<file path="config.mk">
export PLATFORM = sky130hd
export DESIGN_NAME = aes_dec
export DESIGN_NICKNAME = d
export VERILOG_FILES = /design/src/rtl/aes_pkg.sv /design/src/rtl/aes_inv_sbox.sv /design/src/rtl/aes_sbox.sv /design/src/rtl/aes_dec.sv
export SDC_FILE = /design/constraint.sdc
export NUM_CORES = 2
export LEC_CHECK = 0
export ABC_AREA = 0
export CAP_MARGIN = 15
export CORE_MARGIN = 1
export CORE_UTILIZATION = 25
export DETAILED_ROUTE_END_ITERATION = 7
export SLEW_MARGIN = 20
export SYNTH_ARGS = -nofsm -noshare
export SYNTH_HDL_FRONTEND = slang
export SYNTH_SLANG_ARGS = --single-unit
</file>
<file path="constraint.sdc">
create_clock -name clk -period 15.1 [get_ports clk]
set_clock_uncertainty 0.15 [all_clocks]
set_input_delay 3.02 -clock clk [delete_from_list [all_inputs] [get_ports clk]]
set_output_delay 3.02 -clock clk [all_outputs]
set_load 0.02 [all_outputs]
</file>
<file path="src/rtl/aes_pkg.sv">
// Shared AES-128 decryption types, constants and GF(2^8) helpers.
// Latency: n/a (types and pure functions only).
// Backpressure: n/a.
// Contents: block/word/byte/round types, Nr, first/last rcon, FSM encoding,
//           xtime and a single-column InvMixColumns.
package aes_pkg;

    typedef logic [127:0] aes_block_t;
    typedef logic [31:0]  aes_word_t;
    typedef logic [7:0]   byte_t;
    typedef logic [3:0]   round_t;

    localparam int    Nr         = 10;
    localparam byte_t RCON_FIRST = 8'h01;
    localparam byte_t RCON_LAST  = 8'h36;

    typedef enum logic [1:0] {
        ST_IDLE,
        ST_EXPAND,
        ST_DECRYPT,
        ST_DONE
    } dec_state_t;

    // Multiply by x in GF(2^8) modulo x^8+x^4+x^3+x+1.
    function automatic byte_t xtime(input byte_t b);
        return {b[6:0], 1'b0} ^ (b[7] ? 8'h1b : 8'h00);
    endfunction

    // One column of InvMixColumns; row r lives in bits [8r+7:8r].
    function automatic aes_word_t inv_mix_column(input aes_word_t col);
        byte_t     a, x2, x4, x8;
        byte_t     m9 [4];
        byte_t     mb [4];
        byte_t     md [4];
        byte_t     me [4];
        aes_word_t res;
        for (int r = 0; r < 4; r++) begin
            a     = col[8*r +: 8];
            x2    = xtime(a);
            x4    = xtime(x2);
            x8    = xtime(x4);
            m9[r] = x8 ^ a;
            mb[r] = x8 ^ x2 ^ a;
            md[r] = x8 ^ x4 ^ a;
            me[r] = x8 ^ x4 ^ x2;
        end
        res = '0;
        for (int r = 0; r < 4; r++) begin
            res[8*r +: 8] = me[r] ^ mb[2'(r + 1)] ^ md[2'(r + 2)] ^ m9[2'(r + 3)];
        end
        return res;
    endfunction

endpackage

</file>
<file path="src/rtl/aes_inv_sbox.sv">
// AES inverse S-box lookup (combinational, 8-bit).
// Latency: 0 cycles.
// Backpressure: none.
// Ports: i_dat byte in, o_dat inverse-substituted byte out.
module aes_inv_sbox (
    input  logic [7:0] i_dat,
    output logic [7:0] o_dat
);
    localparam logic [0:255][7:0] INV_SBOX = {
        128'h52096ad53036a538bf40a39e81f3d7fb, 128'h7ce339829b2fff87348e4344c4dee9cb,
        128'h547b9432a6c2233dee4c950b42fac34e, 128'h082ea16628d924b2765ba2496d8bd125,
        128'h72f8f66486689816d4a45ccc5d65b692, 128'h6c704850fdedb9da5e154657a78d9d84,
        128'h90d8ab008cbcd30af7e45805b8b34506, 128'hd02c1e8fca3f0f02c1afbd0301138a6b,
        128'h3a9111414f67dcea97f2cfcef0b4e673, 128'h96ac7422e7ad3585e2f937e81c75df6e,
        128'h47f11a711d29c5896fb7620eaa18be1b, 128'hfc563e4bc6d279209adbc0fe78cd5af4,
        128'h1fdda8338807c731b11210592780ec5f, 128'h60517fa919b54a0d2de57a9f93c99cef,
        128'ha0e03b4dae2af5b0c8ebbb3c83539961, 128'h172b047eba77d626e169146355210c7d
    };
    assign o_dat = INV_SBOX[i_dat];
endmodule

</file>
<file path="src/rtl/aes_sbox.sv">
// AES forward S-box lookup (combinational, 8-bit).
// Latency: 0 cycles.
// Backpressure: none.
// Ports: i_dat byte in, o_dat substituted byte out.
module aes_sbox (
    input  logic [7:0] i_dat,
    output logic [7:0] o_dat
);
    // Entry 0 sits in the most significant byte of the literal.
    localparam logic [0:255][7:0] SBOX = {
        128'h637c777bf26b6fc53001672bfed7ab76, 128'hca82c97dfa5947f0add4a2af9ca472c0,
        128'hb7fd9326363ff7cc34a5e5f171d83115, 128'h04c723c31896059a071280e2eb27b275,
        128'h09832c1a1b6e5aa0523bd6b329e32f84, 128'h53d100ed20fcb15b6acbbe394a4c58cf,
        128'hd0efaafb434d338545f9027f503c9fa8, 128'h51a3408f929d38f5bcb6da2110fff3d2,
        128'hcd0c13ec5f974417c4a77e3d645d1973, 128'h60814fdc222a908846eeb814de5e0bdb,
        128'he0323a0a4906245cc2d3ac629195e479, 128'he7c8376d8dd54ea96c56f4ea657aae08,
        128'hba78252e1ca6b4c6e8dd741f4bbd8b8a, 128'h703eb5664803f60e613557b986c11d9e,
        128'he1f8981169d98e949b1e87e9ce5528df, 128'h8ca1890dbfe6426841992d0fb054bb16
    };
    assign o_dat = SBOX[i_dat];
endmodule

</file>
<file path="src/rtl/aes_dec.sv">
// AES-128 iterative decryptor: expands round key 10 on the fly, then runs
// 10 inverse rounds while walking the key schedule backwards.
// Latency: result valid 20 cycles after the accepting edge; ready only in IDLE.
// Backpressure: none on the output; data_valid_in is ignored while busy.
// Ports: data_valid_in/data_in/key_in request, ready_out idle indication,
//        res_dec_out live view of the state register, res_valid_out 1-cycle pulse.
module aes_dec
    import aes_pkg::*;
(
    input  logic         clk,
    input  logic         resetn,
    input  logic         data_valid_in,
    input  logic [127:0] data_in,
    input  logic [127:0] key_in,
    output logic         ready_out,
    output logic [127:0] res_dec_out,
    output logic         res_valid_out
);

    dec_state_t r_fsm, w_fsm_nxt;
    round_t     r_cnt;
    byte_t      r_rcon;
    aes_block_t r_state;
    aes_block_t r_key;

    logic       w_last;
    aes_word_t  w_sub_src, w_sub_rot, w_sub_out, w_temp;
    aes_block_t w_fwd_key, w_inv_key, w_isr, w_isb, w_t, w_imc;

    assign w_last = (r_cnt == round_t'(Nr - 1));

    // The four S-boxes serve both key directions: forward steps feed w3,
    // backward steps feed the recovered w3 of the previous round key.
    assign w_sub_src = (r_fsm == ST_EXPAND) ? r_key[127:96]
                                            : (r_key[127:96] ^ r_key[95:64]);
    assign w_sub_rot = {w_sub_src[7:0], w_sub_src[31:8]};

    for (genvar g = 0; g < 4; g++) begin : g_key_sbox
        aes_sbox u_sbox (
            .i_dat (w_sub_rot[8*g +: 8]),
            .o_dat (w_sub_out[8*g +: 8])
        );
    end

    assign w_temp = w_sub_out ^ {24'h0, r_rcon};

    assign w_fwd_key = {
        r_key[127:96] ^ r_key[95:64] ^ r_key[63:32] ^ r_key[31:0] ^ w_temp,
        r_key[95:64] ^ r_key[63:32] ^ r_key[31:0] ^ w_temp,
        r_key[63:32] ^ r_key[31:0] ^ w_temp,
        r_key[31:0] ^ w_temp
    };

    assign w_inv_key = {
        r_key[127:96] ^ r_key[95:64],
        r_key[95:64] ^ r_key[63:32],
        r_key[63:32] ^ r_key[31:0],
        r_key[31:0] ^ w_temp
    };

    // InvShiftRows: row r of column c comes from column (c - r) mod 4.
    for (genvar c = 0; c < 4; c++) begin : g_col
        for (genvar r = 0; r < 4; r++) begin : g_row
            assign w_isr[32*c + 8*r +: 8] = r_state[32*((c - r + 4) % 4) + 8*r +: 8];
            aes_inv_sbox u_inv_sbox (
                .i_dat (w_isr[32*c + 8*r +: 8]),
                .o_dat (w_isb[32*c + 8*r +: 8])
            );
        end
        assign w_imc[32*c +: 32] = inv_mix_column(w_t[32*c +: 32]);
    end

    assign w_t = w_isb ^ w_inv_key;

    // State register.
    always_ff @(posedge clk) begin
        if (!resetn) begin
            r_fsm <= ST_IDLE;
        end else begin
            r_fsm <= w_fsm_nxt;
        end
    end

    // Next-state logic.
    always_comb begin
        w_fsm_nxt = r_fsm;
        case (r_fsm)
            ST_IDLE:    if (data_valid_in) w_fsm_nxt = ST_EXPAND;
            ST_EXPAND:  if (w_last)        w_fsm_nxt = ST_DECRYPT;
            ST_DECRYPT: if (w_last)        w_fsm_nxt = ST_DONE;
            ST_DONE:                       w_fsm_nxt = ST_IDLE;
            default:                       w_fsm_nxt = ST_IDLE;
        endcase
    end

    // Outputs.
    always_comb begin
        ready_out     = (r_fsm == ST_IDLE);
        res_valid_out = (r_fsm == ST_DONE);
    end

    assign res_dec_out = r_state;

    // Datapath.
    always_ff @(posedge clk) begin
        if (!resetn) begin
            r_cnt   <= '0;
            r_rcon  <= RCON_FIRST;
            r_state <= '0;
            r_key   <= '0;
        end else begin
            case (r_fsm)
                ST_IDLE: begin
                    if (data_valid_in) begin
                        r_state <= data_in;
                        r_key   <= key_in;
                        r_rcon  <= RCON_FIRST;
                        r_cnt   <= '0;
                    end
                end
                ST_EXPAND: begin
                    r_key <= w_fwd_key;
                    if (w_last) begin
                        // Keep rcon at its last forward value so the first
                        // backward step can undo round key 10 with it.
                        r_state <= r_state ^ w_fwd_key;
                        r_cnt   <= '0;
                    end else begin
                        r_rcon <= xtime(r_rcon);
                        r_cnt  <= r_cnt + round_t'(1);
                    end
                end
                ST_DECRYPT: begin
                    r_key   <= w_inv_key;
                    r_rcon  <= (r_rcon == 8'h1b) ? 8'h80 : (r_rcon >> 1);
                    r_state <= w_last ? w_t : w_imc;
                    r_cnt   <= w_last ? '0 : r_cnt + round_t'(1);
                end
                default: ;
            endcase
        end
    end

endmodule

</file>
# Word-level counts from Yosys, hierarchy flattened
# Memories as Yosys holds them, arrays and structs flattened.
# Cells that the tools add are included.
# op_classes
n_addsub	1
order_cmp	20
eq_ne	9
n_mux	59
bitwise_logic	34
reduce_logical	9
# ops
op	count
$pmux 128 s3	2
$mux 128	4
$mux 8	43
$xor 32x32->32	10
$xor 128x128->128	2
$ge 9x9->1 const B	20
$not 8->9	20
$mux 32	1
$xor 32x8->32	1
$pmux 8 s3	1
$reduce_and 3->1	3
$eq 8x5->1 const B	1
$mux 4	2
$ne 2x2->1 const B	4
$pmux 2 s4	1
$pmux 4 s2	1
$xor 8x5->8	1
$mux 2	3
$mux 5	1
$add 4x1->4 const B	1
$eq 2x2->1 const B	2
$eq 4x4->1 const B	1
$reduce_and 2->1	2
$reduce_bool 3->1	1
4 further kinds	4
# word_totals
register_bits	270
rom_bits	40960
out_inout_bits	130
elab_cells	157
n_memories	20
# memory_table
memory	words	width	read_ports	rd_ports_with_merged_regs	wr	line_no	rtl
(name not given)	256	8	1	0	0	aes_inv_sbox.sv:19	assign o_dat = INV_SBOX[i_dat];
(name not given)	256	8	1	0	0	aes_inv_sbox.sv:19	
(name not given)	256	8	1	0	0	aes_inv_sbox.sv:19	
(name not given)	256	8	1	0	0	aes_inv_sbox.sv:19	
(name not given)	256	8	1	0	0	aes_inv_sbox.sv:19	
(name not given)	256	8	1	0	0	aes_inv_sbox.sv:19	
+14 memories	-	-	-	-	-	-	

# Logic depth before layout (Yosys ltp)
# depth
word_depth	11
mapped_depth	22

# Hierarchy
# A second synthesis with hierarchy kept.
# hier_totals
hier_cells	13261
hier_area_um2	87266.2
# by_module_without_submodules
mod	n_inst	cells_per_inst	area_per_inst_um2
aes_inv_sbox (g_col[2].g_row[0].u_inv_sbox ...)	8	545	3368.2
aes_inv_sbox (g_col[0].g_row[1].u_inv_sbox ...)	6	531	3454.6
aes_dec	1	2577	20063.0
aes_sbox	4	507	3179.3
aes_inv_sbox (g_col[0].g_row[0].u_inv_sbox)	1	566	3530.9
aes_inv_sbox (g_col[1].g_row[3].u_inv_sbox)	1	544	3281.9

# Worst setup path after synthesis
# No wires, ideal clock.
# synth_timing
path_kind	input port to flip-flop
startpoint	input data_valid_in
endpoint	register r_state[121], in the netlist res_dec_out[121]
setup_ns	0.095
t_arrival_ns	4.878
t_required_ns	14.855
setup_slack_ns	9.977
path_stages	9
n_path_buf	4
cell_sequence	nand2b_1 > nand2b_1 > clkbuf_1 > a21oi_1 > clkbuf_1 > buf_2 > clkbuf_1 > o21ai_0 > a221oi_1
# synth_via
elab_chain_len	2
# synth_lines
element	line_no	rtl
start: declaration	aes_dec.sv:12	input logic data_valid_in,
$ne 2x2->1 (no source line)	-	
$reduce_and 3->1 (no source line)	-	
end signal: assignment	aes_dec.sv:115	r_state <= data_in;
end signal: assignment	aes_dec.sv:126	r_state <= r_state ^ w_fwd_key;
end signal: assignment	aes_dec.sv:136	r_state <= w_last ? w_t : w_imc;
end: declaration	aes_dec.sv:23	aes_block_t r_state;
# Every way passes these cells.
# A chain may end at the register's enable or synchronous reset.

# Worst setup path in the final report
# layout_timing
startpoint	register r_fsm[1]
endpoint	register r_state[52], in the netlist res_dec_out[52]
# layout_via
elab_chain_len	11
word_cells_on_any_way	17
# layout_lines
element	line_no	rtl
start: declaration	aes_dec.sv:20	dec_state_t r_fsm, w_fsm_nxt;
start signal: assignment	aes_dec.sv:80	r_fsm <= w_fsm_nxt;
$eq 2x1->1	aes_dec.sv:34, aes_dec.sv:112	
$mux 32	aes_dec.sv:34	assign w_sub_src = (r_fsm == ST_EXPAND) ? r_key[127:96]
$not 8->9 (not written as such)	aes_sbox.sv:20	assign o_dat = SBOX[i_dat];
$mem_v2 256x8	-	
$mux 8 (not written as such) (2 in a row)	aes_sbox.sv:20	
$xor 32x8->32	aes_dec.sv:45	assign w_temp = w_sub_out ^ {24'h0, r_rcon};
$xor 32x32->32	aes_dec.sv:50	r_key[63:32] ^ r_key[31:0] ^ w_temp,
$xor 128x128->128	aes_dec.sv:126	
$mux 128	aes_dec.sv:123	if (w_last) begin
$pmux 128 s3	aes_dec.sv:112	case (r_fsm)
# Several ways; a longest one is shown, not always the timed one. The select of a mux whose other input is x is not followed.

==> flow_summary.ini <==
[cells_and_area]
area_delta_synth_final_pct = 8.63
multi_input_area_um2 = 80900
regArea_um2 = 5560
drive_gt1_share_pct = 7.67
final_nets = 14500
final_area_um2 = 102000
nFillCells = 41700

[yosys]
async_flop_share_pct = 0
ys_top_cells_by_count = 1581 x a21oi_1, 1428 x nand2_1, 1381 x nor2_1
yosysUniqueCellTypes = 122
synth_flop_cell = dfxtp_1
synth_area_um2 = 93900
avgSynthCellArea_um2 = 6.34
ys_warn_count = 0
ys_seq_area_share_pct = 5.75
synth_area_leaders = a21oi_1 8.4%, o21ai_0 7.3%, dfxtp_1 5.8%, nand2_1 5.7%, nor2_1 5.5%
syn_nets = 15400
synth_edf_count = 0
postSynthRegisterBits = 270
yosysMostFrequentCell = a21oi_1
synth_top_area_cell = a21oi_1
netlist_instances = 14800
netlist.area_leader.share_pct = 8.42

[detailed_routing]
firstDrtPassIters = 8
first_iter_violations = 25900
via_per_inst = 6.76
totalWireLength_um = 624000
wl_per_cell_um = 32.9
drtAntennaViolNets = 0
drc = 31
vias = 128000

[setup_path]
rrSetupSlack_ns = 7.52
start_kind = flop
critical_path_buf_inv_count = 6
crit_slowest_cell = xor2_1
crit_path_cell_trace = inv_1, ha_4, buf_4, buf_4, nor2b_1, xnor2_4, buf_4, buf_4, buf_4, nand2_1, and3_1, o31ai_1, o211ai_1, a31oi_1, xor2_1, o21ai_0, a221o_1
crit_top_cell = buf_4
crit_arrival_ns = 7.96
crit_required_ns = 15.47
r2r_start = r_fsm[1]
reg2regPathDepth = 17
endpoint_kind = flop
crit_path_max_fanout = 43
slowest_delay_ns = 0.62
r2r_end = res_dec_out[52]
worstSetupPathType = flop to flop
cpLargestDelayFamily = buffers and inverters

[sta]
fmax_mhz = 132
tns_ns = 0
period_share_pct = 50.2
hold_viol_final = 0
fin_crit_ns = 7.58
setup_violations = 0
worstMarginPinSlew_ns = 1.31
relSlewSlack_pct = 11.7
maxSlewViolCount = 0
rsz0062_at_grt = no

[hold_path]
whs_endpoint = r_cnt[3]
holdCritStartpoint = r_cnt[3]
hold_path_depth = 2
hold_class = flop to flop

[clocking]
cts_resized = 0
h-tree-depth = 2
clock_latency_ns = 0.64
cts_tree = built
postCtsSetupRepairBufs = 0
cts-root-buf = clkbuf_16
cts_sinks = 270
clk_pin_slew_ns = 0.07
ctsHoldBuffers = 0
ctsLongestPathBuffers = 3
cts_buffers = 34

[floorplan]
core_area_um2 = 373000
start_util_pct = 25.2
ios = 389
rows = 224
fp.dieH_um = 615
die-area_um2 = 378000
fp.dieW_um = 615

[place]
dp_hpwl_um = 445000
postPlaceCellArea_um2 = 101000
port_buffers = 388
place_congestion = 1.08

[outcome]
status = finished, violations left
failed_checks = design-rule violations

[grt]
grt_max_degree = 128
grt_usage_pct = 30.8
antenna_found_initial = 68
first_global_vias = 113000
grt-ovfl-total = 0
grt_pass1_wl_um = 874000

[job]
cap_violations = 0
## state kept, by name, indices dropped and copies added (netlist names)
name,cells
r_fsm,2
r_cnt,4
r_key,128
res_dec_out,128
r_rcon,8
## tightest hold or removal path, delay by kind of cell, from the launching register on
kind / cells / cell delay [ns]
flip-flops: 1 / 0.32
AO/OA/AOI/OAI: 2 / 0.14
## layer usage
layer / up-vias / wire length [µm] / track usage (%)
met5: - / 195 / 0
met4: 30 / 62000 / 24.8
met3: 2139 / 80300 / 7.93
met2: 10900 / 250000 / 43.9
met1: 60600 / 231000 / 39.1
li1: 54200 / - / -
## worst max-delay path by stage
stage	from	end	slack (ns)	cells past startpoint
floorplan	data_valid_in	res_dec_out[121]	9.98	9
global placement	r_fsm[1]	r_key[103]	7.85	18
detailed placement	r_fsm[1]	res_dec_out[50]	7.84	19
CTS	r_fsm[1]	res_dec_out[50]	7.79	19
global route	r_fsm[1]	r_key[103]	7.34	18
finish	r_fsm[1]	res_dec_out[52]	7.52	17
## cell usage in the layout, fill, tap and decap left out, types with 197 or more instances in the layout
cell and count:
a21oi_1 1579, nand2_1 1422, nor2_1 1371, o21ai_0 1365, nor3_1 532, nand3_1 444
buf_4 419, clkdlybuf4s50_1 387, a211oi_1 382, a31oi_1 362, ha_1 353, o211ai_1 290
xnor2_1 278, nand2b_1 270, nor2b_1 251, inv_1 224, dfxtp_1 203, mux2i_1 197
## final cells by class
class / instances / area share [%]
timing repair buffer: 813 / 7.02
clock buffer: 50 / 0.922
antenna: 65 / 0.159
clock inverter: 11 / 0.102
sequential: 270 / 5.45
multi-input combinational: 12500 / 79.2
inverter: 272 / 1.02
tap: 4972 / 6.10
## per-stage QoR
step	hold slack [ns]	util [%]	worst slack [ns]	instances
after floorplan	0.308	-	9.98	14800
after global placement	0.323	27.0	7.85	18800
after detailed placement	0.342	27.0	7.84	18800
after CTS	0.350	27.3	7.79	18900
after global routing	0.399	27.3	7.34	18900
final	0.359	27.4	7.52	18900
## logic make-up after synthesis
kind of cell    Yosys count  share of synthesized area (%)
flops                   270                           5.75
buf+inv                2061                           8.81
simple gates           4983                           24.8
fa+ha+maj               358                           4.78
compound gates         6198                           43.5
mux                     416                           6.78
xor+xnor                529                           5.57
Power is not shown: default switching activity piles up to over one toggle a cycle in this logic, so the estimate is an artifact.
